[src/rtl/alu_divide_int_uint64.sv]
// alu_divide_int_uint64: iterative radix-2 restoring divider, signed/unsigned, quotient or remainder.
// One quotient bit per clock; WIDTH+3 cycles from accepted start to the ready pulse.
module alu_divide_int_uint64 #(
    parameter int WIDTH = 64
) (
    input  logic             clk,
    input  logic             rst,
    input  logic             clean,
    input  logic             start,
    input  logic             isSigned,
    input  logic             getRemainder,
    input  logic [WIDTH-1:0] numA,
    input  logic [WIDTH-1:0] numB,
    output logic [WIDTH-1:0] numC,
    output logic             isNowTickReady,
    output logic             divByZero
);
    localparam int CW = $clog2(WIDTH);
    localparam logic [CW-1:0] LAST = CW'(WIDTH - 1);

    typedef enum logic [2:0] {IDLE, PREP, CALC, FIX, DONE} state_t;
    state_t r_state, w_next;

    logic [WIDTH-1:0] r_a, r_b, r_quo, r_rem, r_div, r_numc;
    logic             r_signed, r_getrem, r_sign_a, r_sign_b, r_ready, r_dbz;
    logic [CW-1:0]    r_cnt;

    logic             w_sign_a, w_sign_b, w_ge;
    logic [WIDTH-1:0] w_mag_a, w_mag_b, w_sub, w_q, w_r;
    logic [WIDTH:0]   w_shift;

    assign w_sign_a = r_signed & r_a[WIDTH-1];
    assign w_sign_b = r_signed & r_b[WIDTH-1];
    assign w_mag_a  = w_sign_a ? -r_a : r_a;
    assign w_mag_b  = w_sign_b ? -r_b : r_b;
    // Partial remainder stays below the divisor, so the shifted value needs only one extra bit.
    assign w_shift  = {r_rem, r_quo[WIDTH-1]};
    assign w_ge     = w_shift >= {1'b0, r_div};
    assign w_sub    = w_shift[WIDTH-1:0] - r_div;
    assign w_q      = (r_sign_a ^ r_sign_b) ? -r_quo : r_quo;
    assign w_r      = r_sign_a ? -r_rem : r_rem;

    assign numC           = r_numc;
    assign isNowTickReady = r_ready;
    assign divByZero      = r_dbz;

    always_ff @(posedge clk or negedge rst) begin
        if (!rst) r_state <= IDLE;
        else      r_state <= w_next;
    end

    always_comb begin
        w_next = r_state;
        case (r_state)
            IDLE, DONE: w_next = start ? PREP : IDLE;
            PREP:       w_next = (r_b == '0) ? DONE : CALC;
            CALC:       w_next = (r_cnt == LAST) ? FIX : CALC;
            FIX:        w_next = DONE;
            default:    w_next = IDLE;
        endcase
        if (clean) w_next = IDLE;
    end

    always_ff @(posedge clk or negedge rst) begin
        if (!rst) begin
            r_a      <= '0;
            r_b      <= '0;
            r_quo    <= '0;
            r_rem    <= '0;
            r_div    <= '0;
            r_numc   <= '0;
            r_signed <= 1'b0;
            r_getrem <= 1'b0;
            r_sign_a <= 1'b0;
            r_sign_b <= 1'b0;
            r_ready  <= 1'b0;
            r_dbz    <= 1'b0;
            r_cnt    <= '0;
        end else if (clean) begin
            r_numc  <= '0;
            r_ready <= 1'b0;
            r_dbz   <= 1'b0;
            r_cnt   <= '0;
        end else begin
            r_ready <= (w_next == DONE);
            case (r_state)
                IDLE, DONE: if (start) begin
                    r_a      <= numA;
                    r_b      <= numB;
                    r_signed <= isSigned;
                    r_getrem <= getRemainder;
                    r_dbz    <= 1'b0;
                end
                PREP: begin
                    r_sign_a <= w_sign_a;
                    r_sign_b <= w_sign_b;
                    r_quo    <= w_mag_a;
                    r_div    <= w_mag_b;
                    r_rem    <= '0;
                    r_cnt    <= '0;
                    if (r_b == '0) begin
                        r_numc <= r_getrem ? r_a : '1;
                        r_dbz  <= 1'b1;
                    end
                end
                CALC: begin
                    r_quo <= {r_quo[WIDTH-2:0], w_ge};
                    r_rem <= w_ge ? w_sub : w_shift[WIDTH-1:0];
                    r_cnt <= r_cnt + CW'(1);
                end
                FIX: r_numc <= r_getrem ? w_r : w_q;
                default: ;
            endcase
        end
    end
endmodule
[config.mk]
export PLATFORM = sky130hd
export DESIGN_NAME = alu_divide_int_uint64
export DESIGN_NICKNAME = d
export VERILOG_FILES = /design/src/rtl/alu_divide_int_uint64.sv
export SDC_FILE = /design/constraint.sdc
export NUM_CORES = 1
export LEC_CHECK = 0
export BUFFER_PORTS_ARGS = -buffer_cell sky130_fd_sc_hd__buf_2
export CELL_PAD_IN_SITES_DETAIL_PLACEMENT = 1
export CELL_PAD_IN_SITES_GLOBAL_PLACEMENT = 2
export CORE_ASPECT_RATIO = 1.75
export CORE_MARGIN = 10
export CORE_UTILIZATION = 39
export CTS_BUF_LIST = sky130_fd_sc_hd__clkbuf_8
export DETAILED_ROUTE_END_ITERATION = 10
export GPL_ROUTABILITY_DRIVEN = 0
export PLACE_DENSITY = 0.79
export SKIP_LAST_GASP = 1
export SLEW_MARGIN = 20
export SYNTH_ARGS = -nofsm -noshare
export SYNTH_HDL_FRONTEND = slang
export SYNTH_SLANG_ARGS = --single-unit
[constraint.sdc]
create_clock -name clk -period 3.8 [get_ports clk]
set_input_delay 0.19 -clock clk [delete_from_list [all_inputs] [get_ports clk]]
set_output_delay 0.19 -clock clk [all_outputs]
set_load 0.01 [all_outputs]
# After elaboration in Yosys (flattened, before gate mapping)
# Cells that the tools add are included.
# op_classes
addsub	6
magnitude_cmp	1
n_eq_ne	8
mux	24
bitwise	4
reduce_logical	12
# ops
operator	count
$mux W64	9
$pmux W64 S2	3
$neg A64 Y64	4
$ge A65 B64 Y1	1
$logic_not A64 Y1	1
$sub A64 B64 Y64	1
$pmux W3 S4	1
$pmux W6 S2	1
$reduce_bool A3 Y1	3
$add A6 B1 Y6 const B	1
$eq A3 B2 Y1 const B	2
$eq A3 B3 Y1 const B	2
$eq A6 B6 Y1 const B	1
$mux W1	6
$mux W3	2
$mux W6	1
$ne A3 B3 Y1 const B	2
$reduce_and A2 Y1	3
$reduce_and A3 Y1	2
$eq A3 B1 Y1 const B	1
$logic_not A3 Y1	1
$and A1 B1 Y1	2
$pmux W1 S2	1
$reduce_bool A2 Y1	1
other kinds (3)	3
# totals
regBits	399
in_bits	134
output_inout_bits	66
word_cells	69

# Logic depth before layout (Yosys ltp)
# Gate-level depths: netlist (run 1).
# depth
depth_word	6
depth_mapped	15
depth_no_buf	14

# Worst setup path before layout (run 1)
# Ideal clock, no wire load.
# synth_path
path_kind	register to register
from	register r_rem[0]
to	register r_rem[63]
setup_ns	0.126
arrival_time_ns	3.312
required_time_ns	3.674
slack_ns	0.362
stages_incl_launch_ff	14
path_buffers	2
synth_period_minus_slack_ns	3.438
path_cell_list	dfrtp_1 > ha_1 > nor2b_1 > o211ai_1 > a31oi_1 > a221oi_1 > o31a_1 > o21ai_1 > a21boi_1 > o31ai_1 > buf_2 > buf_2 > nor2_1 > a221o_1
# synth_via
elab_chain_cells	3
word_cells_on_any_way	4
classes_between	add/sub (1); order compare (1); mux (2)
# synth_rtl
item	line_no	rtl
start: declaration	24	logic [WIDTH-1:0] r_a, r_b, r_quo, r_rem, r_div, r_numc;
start signal: assignment	108	r_rem <= w_ge ? w_sub : w_shift[WIDTH-1:0];
$sub A64 B64 Y64 or $ge A65 B64 Y1 (tied branches)	39, 38	
$mux W64 *	108	
$pmux W64 S2 *	86	case (r_state)
# Mark *: on every way between the ends. The rest lies on a longest branch, timed or not.
# A chain may end at the register's enable or synchronous reset.

# Worst setup path after layout (run 1)
# layout_path
from	register r_rem[37]
to	register r_rem[63]
# Same word-level chain as after synthesis.

==> metrics.md, run 1 <==
| Metric | Value |
|---|---|
| Clock skew | `37.2 ps` |
| Drt first pass iters | `5` |
| Worst EP arrival | `4240 ps` |
| CP Class | `reg2reg` |
| Port-buffer cells | `199` |
| Ratio of final minimum period to clock period | `96.8%` |
| Vias/cell | `5.68` |
| Core Region | `0.0672 mm2` |
| Row count | `126` |
| DR WL/cell | `23.0 um` |
| Die Area | `0.0787 mm2` |
| Post-synthesis average cell area | `8.61 um2` |
| Synth Area in Compound Gates | `21.2%` |
| Congestion Overflow GR | `0` |
| Clk_lat worst skew | `690 ps` |
| Antenna viol nets, final | `0` |
| Area grow syn2layout | `23.9%` |
| CP Capture Type | `register` |
| Pleak | `14.6 nW` |
| Ports | `200` |
| Synth warnings | `0` |
| CTS tree | `done` |
| Final WS setup | `120 ps` |
| Clock Path Buffers | `3` |
| WP data required | `4360 ps` |
| Post-Synth Simple-Gate Area | `15.9%` |
| XOR/XNOR share of the synthesized area | `9.42%` |
| DRC viols | `0` |
| Unique masters post-synth | `83` |
| IR Drop Worst-Case VDD | `0.435 mV` |
| Internal reg-to-reg setup slack | `120 ps` |
| Mux share of post-synthesis cell area | `7.64%` |
| Clk sinks | `399` |
| Final nets | `3702` |
| Largest net degree at the start of global routing | `118` |
| Routed via count | `25200` |
| EDFF count, synth | `0` |
| Worst Path Max Fanout | `8` |
| Final setup fails | `0` |
| Achievable frequency | `272 MHz` |
| Critical path launch point type | `register` |
| Slew @ Worst Pin | `960 ps` |
| Largest family of logic cells by synthesized area | `compound AO/OA/AOI/OAI gates` |
| Die X | `216 um` |
| Seq/Total Area, Yosys | `37.9%` |
| Clock Tree Root | `clkbuf_8` |
| Max-cap violation count | `0` |
| Initial Util | `39.2%` |
| Cts bufs inserted | `69` |
| Vias in the first global route | `27900` |
| CTS H-Tree Depth | `3` |
| Synth Area in Adders | `3.36%` |
| Cells after synthesis | `3056` |
| Worst r2r dst | `r_rem[63]$_DFFE_PN0P_` |
| Chip Height | `364 um` |
| Worst R2R Path Depth | `12` |
| Cell Pwr Density | `850 mW/mm2` |
| Slew headroom | `36.0%` |
| First-pass GRT wire length | `160 mm` |
| Initial DRC count | `1475` |
| Cell Area, Synth | `0.0263 mm2` |
| Start of the worst register-to-register path | `r_rem[37]$_DFFE_PN0P_` |
| Clk slew on worst S/H paths | `70 ps` |
| Run status | `complete, no violations` |
| Final WL | `102 mm` |
| Unrepaired setup endpoints after global routing | `false` |
| Post-CTS setup repair buffer count | `0` |
| Final Slew Violations | `0` |
| Pre-CTS setup slack | `-274 ps` |
| Share of cells above drive strength 1 | `20.3%` |
| Setup TNS | `0 ps` |
| FFs w/ async S/R, synth | `100%` |
| Post-synth top flop | `dfrtp_1` |
| Final hold vios | `0` |
| GRT Overall Usage | `25.7%` |
| Minimum clock period | `3680 ps` |
| Post-Syn Nets | `3260` |
| Initial antenna violation count | `2` |
| Worst hold path class | `in2async` |
| Hpwl dp | `76.6 mm` |
| FF+latch count, synth | `399` |
-- power breakdown --
part           internal (mW)  switching (mW)
Clock                   2.53            1.95
Sequential              5.43            1.61
Combinational           6.90            9.30
Total                   14.9            12.9
-- how the worst max path moves through the flow --
stage                          start               endpoint  cells after the start
2_1_floorplan   r_rem[0]$_DFFE_PN0P_  r_rem[63]$_DFFE_PN0P_                     13
3_3_place_gp   r_rem[39]$_DFFE_PN0P_  r_rem[58]$_DFFE_PN0P_                     12
3_5_place_dp   r_rem[39]$_DFFE_PN0P_  r_rem[63]$_DFFE_PN0P_                     12
4_1_cts        r_quo[30]$_DFFE_PN0P_   numC[63]$_DFFE_PN0P_                      9
5_1_grt        r_rem[20]$_DFFE_PN0P_   numC[63]$_DFFE_PN0P_                     11
6_report       r_rem[37]$_DFFE_PN0P_  r_rem[63]$_DFFE_PN0P_                     12
-- per-layer routing --
layer  track usage [%]  up-vias  part of all wire [%]
li1                  -    11800                     -
met1              28.0    12600                    39
met2              46.8      616                    52
met3              3.48      255                   3.6
met4              14.7        0                   5.7
met5                 0        -                     0
-- per-stage QoR --
step | cells | util (%) | cell area (um2) | hold WS, ps | power (mW)
after floorplan | 3056 | - | 26300 | -106 | 16.8
after global placement | 4190 | 44.1 | 29600 | 280 | 22.4
after detailed placement | 4190 | 44.1 | 29600 | 282 | 22.9
after CTS | 4443 | 48.4 | 32500 | 135 | 27.6
after global routing | 4445 | 48.6 | 32600 | 211 | 29.7
final | 4445 | 48.6 | 32600 | 163 | 27.7
-- state kept, by name, indices dropped and copies added, names as in the netlist --
| name | flops |
|---|---|
| r_sign_b | 1 |
| r_state | 3 |
| numC | 64 |
| divByZero | 1 |
| isNowTickReady | 1 |
| r_div | 64 |
| r_signed | 1 |
| r_quo | 64 |
| r_cnt | 6 |
| r_a | 64 |
| r_sign_a | 1 |
| r_rem | 64 |
| r_b | 64 |
| r_getrem | 1 |
-- what timing repair did --
item | CTS | global route
resized for setup | 5 | 16
pin swaps | 0 | 1
setup endpoints to repair | 50 | 71
endpoints found under the hold margin | 212 | 0
hold buffers | 133 | 0
-- final cells by class --
type | instances | area [um2]
fill | 7991 | 34600
multi-input combinational | 2360 | 15400
sequential | 399 | 9990
timing repair buffer | 563 | 4220
clock buffer | 87 | 1200
tap | 896 | 1120
inverter | 105 | 394
clock inverter | 33 | 323
antenna | 2 | 5.00
-- placed cells by master (no fill, tap or decap), types with 132 or more instances in the layout --
| cell | n |
|---|---|
| o21ai_0 | 377 |
| dlygate4sd3_1 | 133 |
| buf_4 | 219 |
| nor2_1 | 184 |
| buf_2 | 198 |
| a21oi_1 | 212 |
| nand2_1 | 385 |
| xor2_1 | 149 |
| xnor2_1 | 132 |
| dfrtp_1 | 397 |
-- cells in the mapped netlist (21+ instances only) --
master,instances,area (um2)
or4_1,21,158
nand2_1,386,1450
inv_1,105,394
mux2_2,119,1340
nor2_1,188,706
nand3_1,34,170
nor3_1,57,285
o211ai_1,47,353
o41ai_1,25,219
or3_1,41,257
xnor2_1,133,1160
and3_1,23,144
buf_2,22,110
a31oi_1,22,138
o21ai_0,377,1890
nand4_1,27,169
nor4_1,28,175
a21o_1,33,248
ha_1,69,863
a22o_1,22,193
o31ai_1,44,330
a21oi_1,213,1070
clkbuf_1,156,586
dfrtp_1,399,9980
mux2i_1,67,671
xor2_1,150,1310
-- critical path: stages (launching register included) --
cell	delay, ps
dfrtp_1	430
ha_1	360
a21oi_1	240
o21ai_0	220
a221oi_1	330
o21ai_1	240
a2111oi_4	390
o21ai_2	150
a21boi_2	230
o31ai_4	110
buf_4	200
and2_2	310
a221o_1	320
-- cell families (layout without fill, tap and decap cells) --
kind of cell / count (synthesis) / after routing
adders and majority gates: 70 / 70
other: 0 / 2
xor gates and xnor gates: 283 / 283
muxes: 186 / 186
AOI/OAI and AO/OA: 926 / 926
buffers and inverters: 297 / 788
and+or+nand+nor: 895 / 895
DFF: 399 / 399
Note: power is estimated with default switching activity, not from simulation.
==> run 2, diff against run 1 <==
==> constraint.sdc (replaced) <==
create_clock -name clk -period 3.45 [get_ports clk]
set_input_delay 0.1725 -clock clk [delete_from_list [all_inputs] [get_ports clk]]
set_output_delay 0.1725 -clock clk [all_outputs]
set_load 0.01 [all_outputs]
==> run 2 against run 1 <==
Die area is the same. The flow now finishes with violations (setup timing). Global-route usage up 0.85 points. Routed wire length up 4.2%. Sequential power grew 7.4%. Total power up 20%. Final cell count is 4.7% higher. Sequential share of layout area decreased by 1.9 points. Hold slack got worse by 17 ps. Clock power increased by 8.0%. Combinational power up 29%.
==> metrics.md, run 2 (synthesis gave the netlist of run 1 again) <==
| Metric | Value |
|---|---|
| Run status | `finished with violations (was complete, no violations)` |
| Failing checks | `setup timing` |
| Final setup fails | `3 (was 0)` |
| Achievable frequency | `287 MHz (was 272 MHz)` |
| Routed via count | `26200 (was 25200)` |
| Switching portion of total power | `45.6% (was 46.4%)` |
| Critical path launch point type | `register (unchanged)` |
| Worst hold path class | `in2async (unchanged)` |
| Clock Path Buffers | `3 (unchanged)` |
| Initial Util | `39.2% (unchanged)` |
| CP Capture Type | `register (unchanged)` |
| Worst EP arrival | `4060 ps (was 4240 ps)` |
| Unrepaired setup endpoints after global routing | `true (was false)` |
| Commonest non-fill, non-tap cells in the layout | `buf_4, dfrtp_1, nand2_1, o21ai_0, a21oi_1 (was dfrtp_1, nand2_1, o21ai_0, buf_4, a21oi_1)` |
| Fin area | `0.0348 mm2 (was 0.0326 mm2)` |
| GRT Overall Usage | `26.5% (was 25.7%)` |
| Setup TNS | `-81.5 ps (was 0 ps)` |
| Filler-free cell count of the finished design | `4652 (was 4445)` |
| Clock skew | `27.2 ps (was 37.2 ps)` |
| Slew @ Worst Pin | `904 ps (was 960 ps)` |
| CP Class | `reg2reg (unchanged)` |
| IR Drop Worst-Case VDD | `0.447 mV (was 0.435 mV)` |
| Clk slew on worst S/H paths | `70 ps (about the same)` |
| CP dominant cell by count | `buf_4` |
| Initial DRC count | `1443 (was 1475)` |
| Worst Path Max Fanout | `4 (was 8)` |
| WP data required | `4020 ps (was 4360 ps)` |
| Critical-path cell list | `ha_2, nand3_1, nor3_2, o21bai_1, a211oi_2, buf_4, o21ai_4, o31ai_2, buf_4, nand4_1, a221oi_2, xor2_1, a221o_1 (was ha_1, a21oi_1, o21ai_0, a221oi_1, o21ai_1, a2111oi_4, o21ai_2, a21boi_2, o31ai_4, buf_4, and2_2, a221o_1)` |
| Slew headroom | `39.7% (was 36.0%)` |
| Port-buffer cells | `199 (unchanged)` |
| Drt first pass iters | `5 (unchanged)` |
| Die Area | `0.0787 mm2 (unchanged)` |
| CTS H-Tree Depth | `3 (unchanged)` |
| Pre-CTS setup slack | `-530 ps (was -274 ps)` |
| Final nets | `3908 (was 3702)` |
| Clock Tree Root | `clkbuf_8 (unchanged)` |
| Vias in the first global route | `28700 (was 27900)` |
| Cell Pwr Density | `958 mW/mm2 (was 850 mW/mm2)` |
| Crit path buffers/inverters | `2 (was 1)` |
| Sw Pwr | `15.2 mW (was 12.9 mW)` |
| DRC viols | `0 (unchanged)` |
| Die X | `216 um (unchanged)` |
| Placed cells | `4382 (was 4190)` |
| Start of the worst register-to-register path | `r_rem[10]$_DFFE_PN0P_ (was r_rem[37]$_DFFE_PN0P_)` |
| Most common cell after layout, fill and taps aside | `buf_4 (was dfrtp_1)` |
| Final hold vios | `0 (unchanged)` |
| Final WS setup | `-33.1 ps (was 120 ps)` |
| Row count | `126 (unchanged)` |
| Area post-placement | `0.0311 mm2 (was 0.0296 mm2)` |
| Hpwl dp | `80.5 mm (was 76.6 mm)` |
| Vias/cell | `5.64 (was 5.68)` |
| Core Util, Final | `51.8% (was 48.6%)` |
| Clk sinks | `399 (unchanged)` |
| P_int | `18.1 mW (was 14.9 mW)` |
| Ratio of final minimum period to clock period | `101% (was 96.8%)` |
| Initial antenna violation count | `2 (unchanged)` |
| Area grow syn2layout | `32.2% (was 23.9%)` |
| CP delay by family, top | `compound AO/OA/AOI/OAI gates (unchanged)` |
| Core Region | `0.0672 mm2 (unchanged)` |
| Minimum clock period | `3480 ps (was 3680 ps)` |
| Clk_lat worst skew | `710 ps (was 690 ps)` |
| Ports | `200 (unchanged)` |
| Pleak | `15.7 nW (was 14.6 nW)` |
| Final WL | `106 mm (was 102 mm)` |
| Max incr delay on CP | `440 ps (was 430 ps)` |
| CP max-delay cell | `dfrtp_1 (unchanged)` |
| Combinational share of power | `62.8% (was 58.5%)` |
| Clock power share | `14.5% (was 16.2%)` |
| DR WL/cell | `22.9 um (was 23.0 um)` |
| Antenna viol nets, final | `0 (unchanged)` |
| Final Slew Violations | `0 (unchanged)` |
| Share of cells above drive strength 1 | `26.6% (was 20.3%)` |
| Reg power frac | `22.7% (was 25.4%)` |
| First-pass GRT wire length | `165 mm (was 160 mm)` |
| CTS tree | `done (unchanged)` |
| Largest net degree at the start of global routing | `120 (was 118)` |
| Congestion Overflow GR | `0 (unchanged)` |
| Max-cap violation count | `0 (unchanged)` |
| Chip Height | `364 um (unchanged)` |
| Cts bufs inserted | `69 (unchanged)` |
| Setup crit start | `r_rem[10]$_DFFE_PN0P_ (was r_rem[37]$_DFFE_PN0P_)` |
==> run 2: cell types whose count changed in the layout (fill, tap and decap cells not counted), moves of 7 or more <==
cell,change
a21oi_1,-13
o21ai_0,-24
buf_4,+186
clkinvlp_4,+7
buf_6,+10
o21ai_1,+23
or3_1,-9
or3_4,+9
a21oi_2,+13
==> run 2: path summary, 6_finish.rpt <==
| check | slack, ps | end | cells past startpoint |
|---|---|---|---|
| worst max-delay path | -30 | r_rem[62]$_DFFE_PN0P_ | 13 |
| worst max register to register | -30 | r_rem[62]$_DFFE_PN0P_ | 13 |
| worst min register to register | 470 | numC[27]$_DFFE_PN0P_ | 1 |
| max in group asynchronous | 2330 | r_rem[54]$_DFFE_PN0P_ | 3 |
| worst min-delay path | 150 | numC[12]$_DFFE_PN0P_ | 2 |
| min in group clk | 220 | r_b[14]$_DFFE_PN0P_ | 4 |
==> run 2: power by group through the flow <==
stage          Combinational [mW]  Sequential (mW)  Clock (mW)
2_1_floorplan                11.3             7.21           0
3_3_place_gp                 18.6             7.46           0
3_5_place_dp                 19.2             7.54           0
4_1_cts                      20.1             7.50        4.96
5_1_grt                      22.6             7.73        5.15
6_report                     20.9             7.56        4.84
==> run 2: cell type report <==
| cell class | instances | area, um2 |
|---|---|---|
| diodes | 1 | 2.50 |
| clock buffers | 88 | 1210 |
| clock inverters | 34 | 297 |
| fillers | 7906 | 32400 |
| inverters | 105 | 394 |
| multi-input cells | 2360 | 15800 |
| flip-flops and latches | 399 | 9990 |
| well taps | 896 | 1120 |
| repair buffers | 769 | 5950 |
==> run 2: metal layers <==
metal | global-route usage (%) | vias to the layer above | part of all wire (%) | wire length, um
met3 | 3.51 | 268 | 3.6 | 3880
met5 | 0 | - | 0 | 0
met1 | 28.9 | 13100 | 39 | 41000
met4 | 15.7 | 0 | 5.9 | 6310
met2 | 48.2 | 644 | 52 | 55200
li1 | - | 12200 | - | -
==> run 2: metrics by stage <==
stage	total power [mW]	hold slack [ps]
5_1_grt	35.5	225
2_1_floorplan	18.5	-123
6_report	33.3	146
3_3_place_gp	26.1	296
3_5_place_dp	26.7	301
4_1_cts	32.6	161
==> run 2: timing repair <==
action | CTS | global route
hold buffers | 133 | 0
pin swaps | 25 | 29
endpoints found under the setup margin | 127 | 117
gates cloned | 1 | 1
resized for setup | 63 | 91
buffers inserted | 9 | 4
hold endpoints to repair | 220 | 0
==> run 3, diff against run 2 <==
--- a/config.mk
+++ b/config.mk
@@ -6,6 +6,7 @@
 export NUM_CORES = 1
 export LEC_CHECK = 0
 export BUFFER_PORTS_ARGS = -buffer_cell sky130_fd_sc_hd__buf_2
+export CAP_MARGIN = 20
 export CELL_PAD_IN_SITES_DETAIL_PLACEMENT = 1
 export CELL_PAD_IN_SITES_GLOBAL_PLACEMENT = 2
 export CORE_ASPECT_RATIO = 1.75
@@ -20,3 +21,4 @@
 export SYNTH_ARGS = -nofsm -noshare
 export SYNTH_HDL_FRONTEND = slang
 export SYNTH_SLANG_ARGS = --single-unit
+export TNS_END_PERCENT = 50
==> run 3 against run 2 <==
Critical path type unchanged. Hold slack got worse by 0.71 ps. Clock-buffer cell count unchanged. The run still ends with setup timing left. Final area about the same.
==> metrics.md, run 3 (synthesis gave the netlist of run 1 again) <==
| Metric | Value |
|---|---|
| Vias/cell | `5.62 (was 5.64)` |
| Antenna viol nets, final | `0 (unchanged)` |
| Die Area | `0.0787 mm2 (unchanged)` |
| Final hold vios | `0 (unchanged)` |
| Final WS setup | `-37.5 ps (was -33.1 ps)` |
| Vias in the first global route | `28700 (about the same)` |
| CP Capture Type | `register (unchanged)` |
| Worst Path Max Fanout | `4 (unchanged)` |
| Run status | `finished with violations (unchanged)` |
| Clock Path Buffers | `3 (unchanged)` |
| Max incr delay on CP | `440 ps (about the same)` |
| Fin area | `0.0348 mm2 (about the same)` |
| Achievable frequency | `287 MHz (about the same)` |
| First-pass GRT wire length | `165 mm (about the same)` |
| Start of the worst register-to-register path | `r_rem[10]$_DFFE_PN0P_ (unchanged)` |
| CP max-delay cell | `dfrtp_1 (unchanged)` |
| Internal reg-to-reg setup slack | `-40 ps (was -30 ps)` |
| CTS tree | `done (unchanged)` |
| Share of cells above drive strength 1 | `26.5% (was 26.6%)` |
| Clk sinks | `399 (unchanged)` |
| Clock Tree Root | `clkbuf_8 (unchanged)` |
| Routed via count | `26100 (was 26200)` |
| Worst hold path class | `in2async (unchanged)` |
| Core Region | `0.0672 mm2 (unchanged)` |
| IR Drop Worst-Case VDD | `0.445 mV (was 0.447 mV)` |
| Slew headroom | `39.7% (about the same)` |
| Final setup fails | `3 (unchanged)` |
| Cts bufs inserted | `69 (unchanged)` |
| Initial antenna violation count | `2 (unchanged)` |
| Clk slew on worst S/H paths | `70 ps (about the same)` |
| Failing checks | `setup timing (unchanged)` |
| Drt first pass iters | `5 (unchanged)` |
| Clock skew | `26.9 ps (was 27.2 ps)` |
| Commonest non-fill, non-tap cells in the layout | `buf_4, dfrtp_1, nand2_1, o21ai_0, a21oi_1 (unchanged)` |
| Worst R2R Path Depth | `13 (unchanged)` |
| Clk_lat worst skew | `710 ps (about the same)` |
| Worst r2r dst | `r_rem[62]$_DFFE_PN0P_ (unchanged)` |
| Largest net degree at the start of global routing | `120 (unchanged)` |
| Critical-path cell list | `ha_2, nand3_1, nor3_4, a211oi_2, a211oi_2, buf_4, o21ai_4, o31ai_2, buf_4, nand4_1, a221oi_2, xor2_1, a221o_1 (was ha_2, nand3_1, nor3_2, o21bai_1, a211oi_2, buf_4, o21ai_4, o31ai_2, buf_4, nand4_1, a221oi_2, xor2_1, a221o_1)` |
| Cell Pwr Density | `958 mW/mm2 (about the same)` |
| Slew @ Worst Pin | `904 ps (about the same)` |
| Minimum clock period | `3490 ps (was 3480 ps)` |
| WP data required | `4030 ps (was 4020 ps)` |
| Congestion Overflow GR | `0 (unchanged)` |
| GRT Overall Usage | `26.5% (about the same)` |
| Hpwl dp | `80.5 mm (unchanged)` |
| Unrepaired setup endpoints after global routing | `true (unchanged)` |
| Die X | `216 um (unchanged)` |
| Initial Util | `39.2% (unchanged)` |
| DR WL/cell | `22.9 um (about the same)` |
| Ports | `200 (unchanged)` |
| Most common cell after layout, fill and taps aside | `buf_4 (unchanged)` |
| Initial DRC count | `1381 (was 1443)` |
| Final nets | `3908 (unchanged)` |
| Final Slew Violations | `0 (unchanged)` |
| Final WL | `106 mm (about the same)` |
| Critical path launch point type | `register (unchanged)` |
| Port-buffer cells | `199 (unchanged)` |
| DRC viols | `0 (unchanged)` |
| Area grow syn2layout | `32.1% (was 32.2%)` |
| Ratio of final minimum period to clock period | `101% (about the same)` |
| Core Util, Final | `51.8% (about the same)` |
| Row count | `126 (unchanged)` |
| Chip Height | `364 um (unchanged)` |
| Pleak | `15.7 nW (about the same)` |
| CP Class | `reg2reg (unchanged)` |
| Area post-placement | `0.0311 mm2 (unchanged)` |
| Worst EP arrival | `4060 ps (about the same)` |
| Max-cap violation count | `0 (unchanged)` |
| CTS H-Tree Depth | `3 (unchanged)` |
-- run 3: layout make-up --
type	instances	area (um2)
multi-input cells	2360	15800
fillers	7907	32400
repair buffers	769	5940
clock buffers	88	1210
flip-flops and latches	399	9990
inverters	105	394
clock inverters	34	297
diodes	1	2.50
well taps	896	1120
-- run 3: worst max path at each step --
stage                           from  slack, ps                     to  depth (start not counted)
2_1_floorplan   r_rem[0]$_DFFE_PN0P_         10  r_rem[63]$_DFFE_PN0P_                         13
3_3_place_gp   r_rem[22]$_DFFE_PN0P_       -500   numC[51]$_DFFE_PN0P_                         12
3_5_place_dp   r_rem[22]$_DFFE_PN0P_       -530   numC[51]$_DFFE_PN0P_                         12
4_1_cts        r_rem[22]$_DFFE_PN0P_        -50   numC[51]$_DFFE_PN0P_                         13
5_1_grt        r_rem[22]$_DFFE_PN0P_       -140  r_rem[15]$_DFFE_PN0P_                         14
6_report       r_rem[10]$_DFFE_PN0P_        -40  r_rem[62]$_DFFE_PN0P_                         13
-- run 3: what timing repair did --
| item | CTS | global route |
|---|---|---|
| endpoints found under the setup margin | 127 | 118 |
| resized for setup | 62 | 85 |
| pin swaps | 25 | 28 |
| hold buffers | 133 | 0 |
| cloned | 1 | 1 |
| buffers inserted | 9 | 4 |
| hold endpoints to repair | 220 | 0 |
-- run 3: report_power, final --
part / internal (mW) / switching, mW
Combinational: 9.48 / 11.4
Sequential: 5.98 / 1.57
Clock: 2.67 / 2.18
-- run 3: worst max-delay path, delay by kind of cell (launching register included) --
kind / cells / cell delay, ps
buffers and inverters: 2 / 330
and+or+nand+nor: 3 / 690
xor gates and xnor gates: 1 / 110
DFF: 1 / 440
adders and majority gates: 1 / 410
AOI/OAI and AO/OA: 6 / 1360
-- run 3: per-stage QoR --
stage	TNS, ps	cells	power, mW	hold WS, ps	setup slack (ps)
CTS	-117	4647	32.6	161	-50.2
global placement	-4860	4382	26.1	296	-504
global route	-5250	4652	35.5	225	-138
detailed placement	-12450	4382	26.7	301	-530
floorplan	0	3056	18.5	-123	12.1
finish	-68.1	4652	33.3	145	-37.5
-- run 3: metal layers --
metal,part of all wire (%),GRT usage (%),vias to the layer above
met3,3.6,3.51,265
met1,39,28.9,13000
met4,5.9,15.7,0
met2,52,48.2,620
met5,0,0,-
li1,-,-,12200
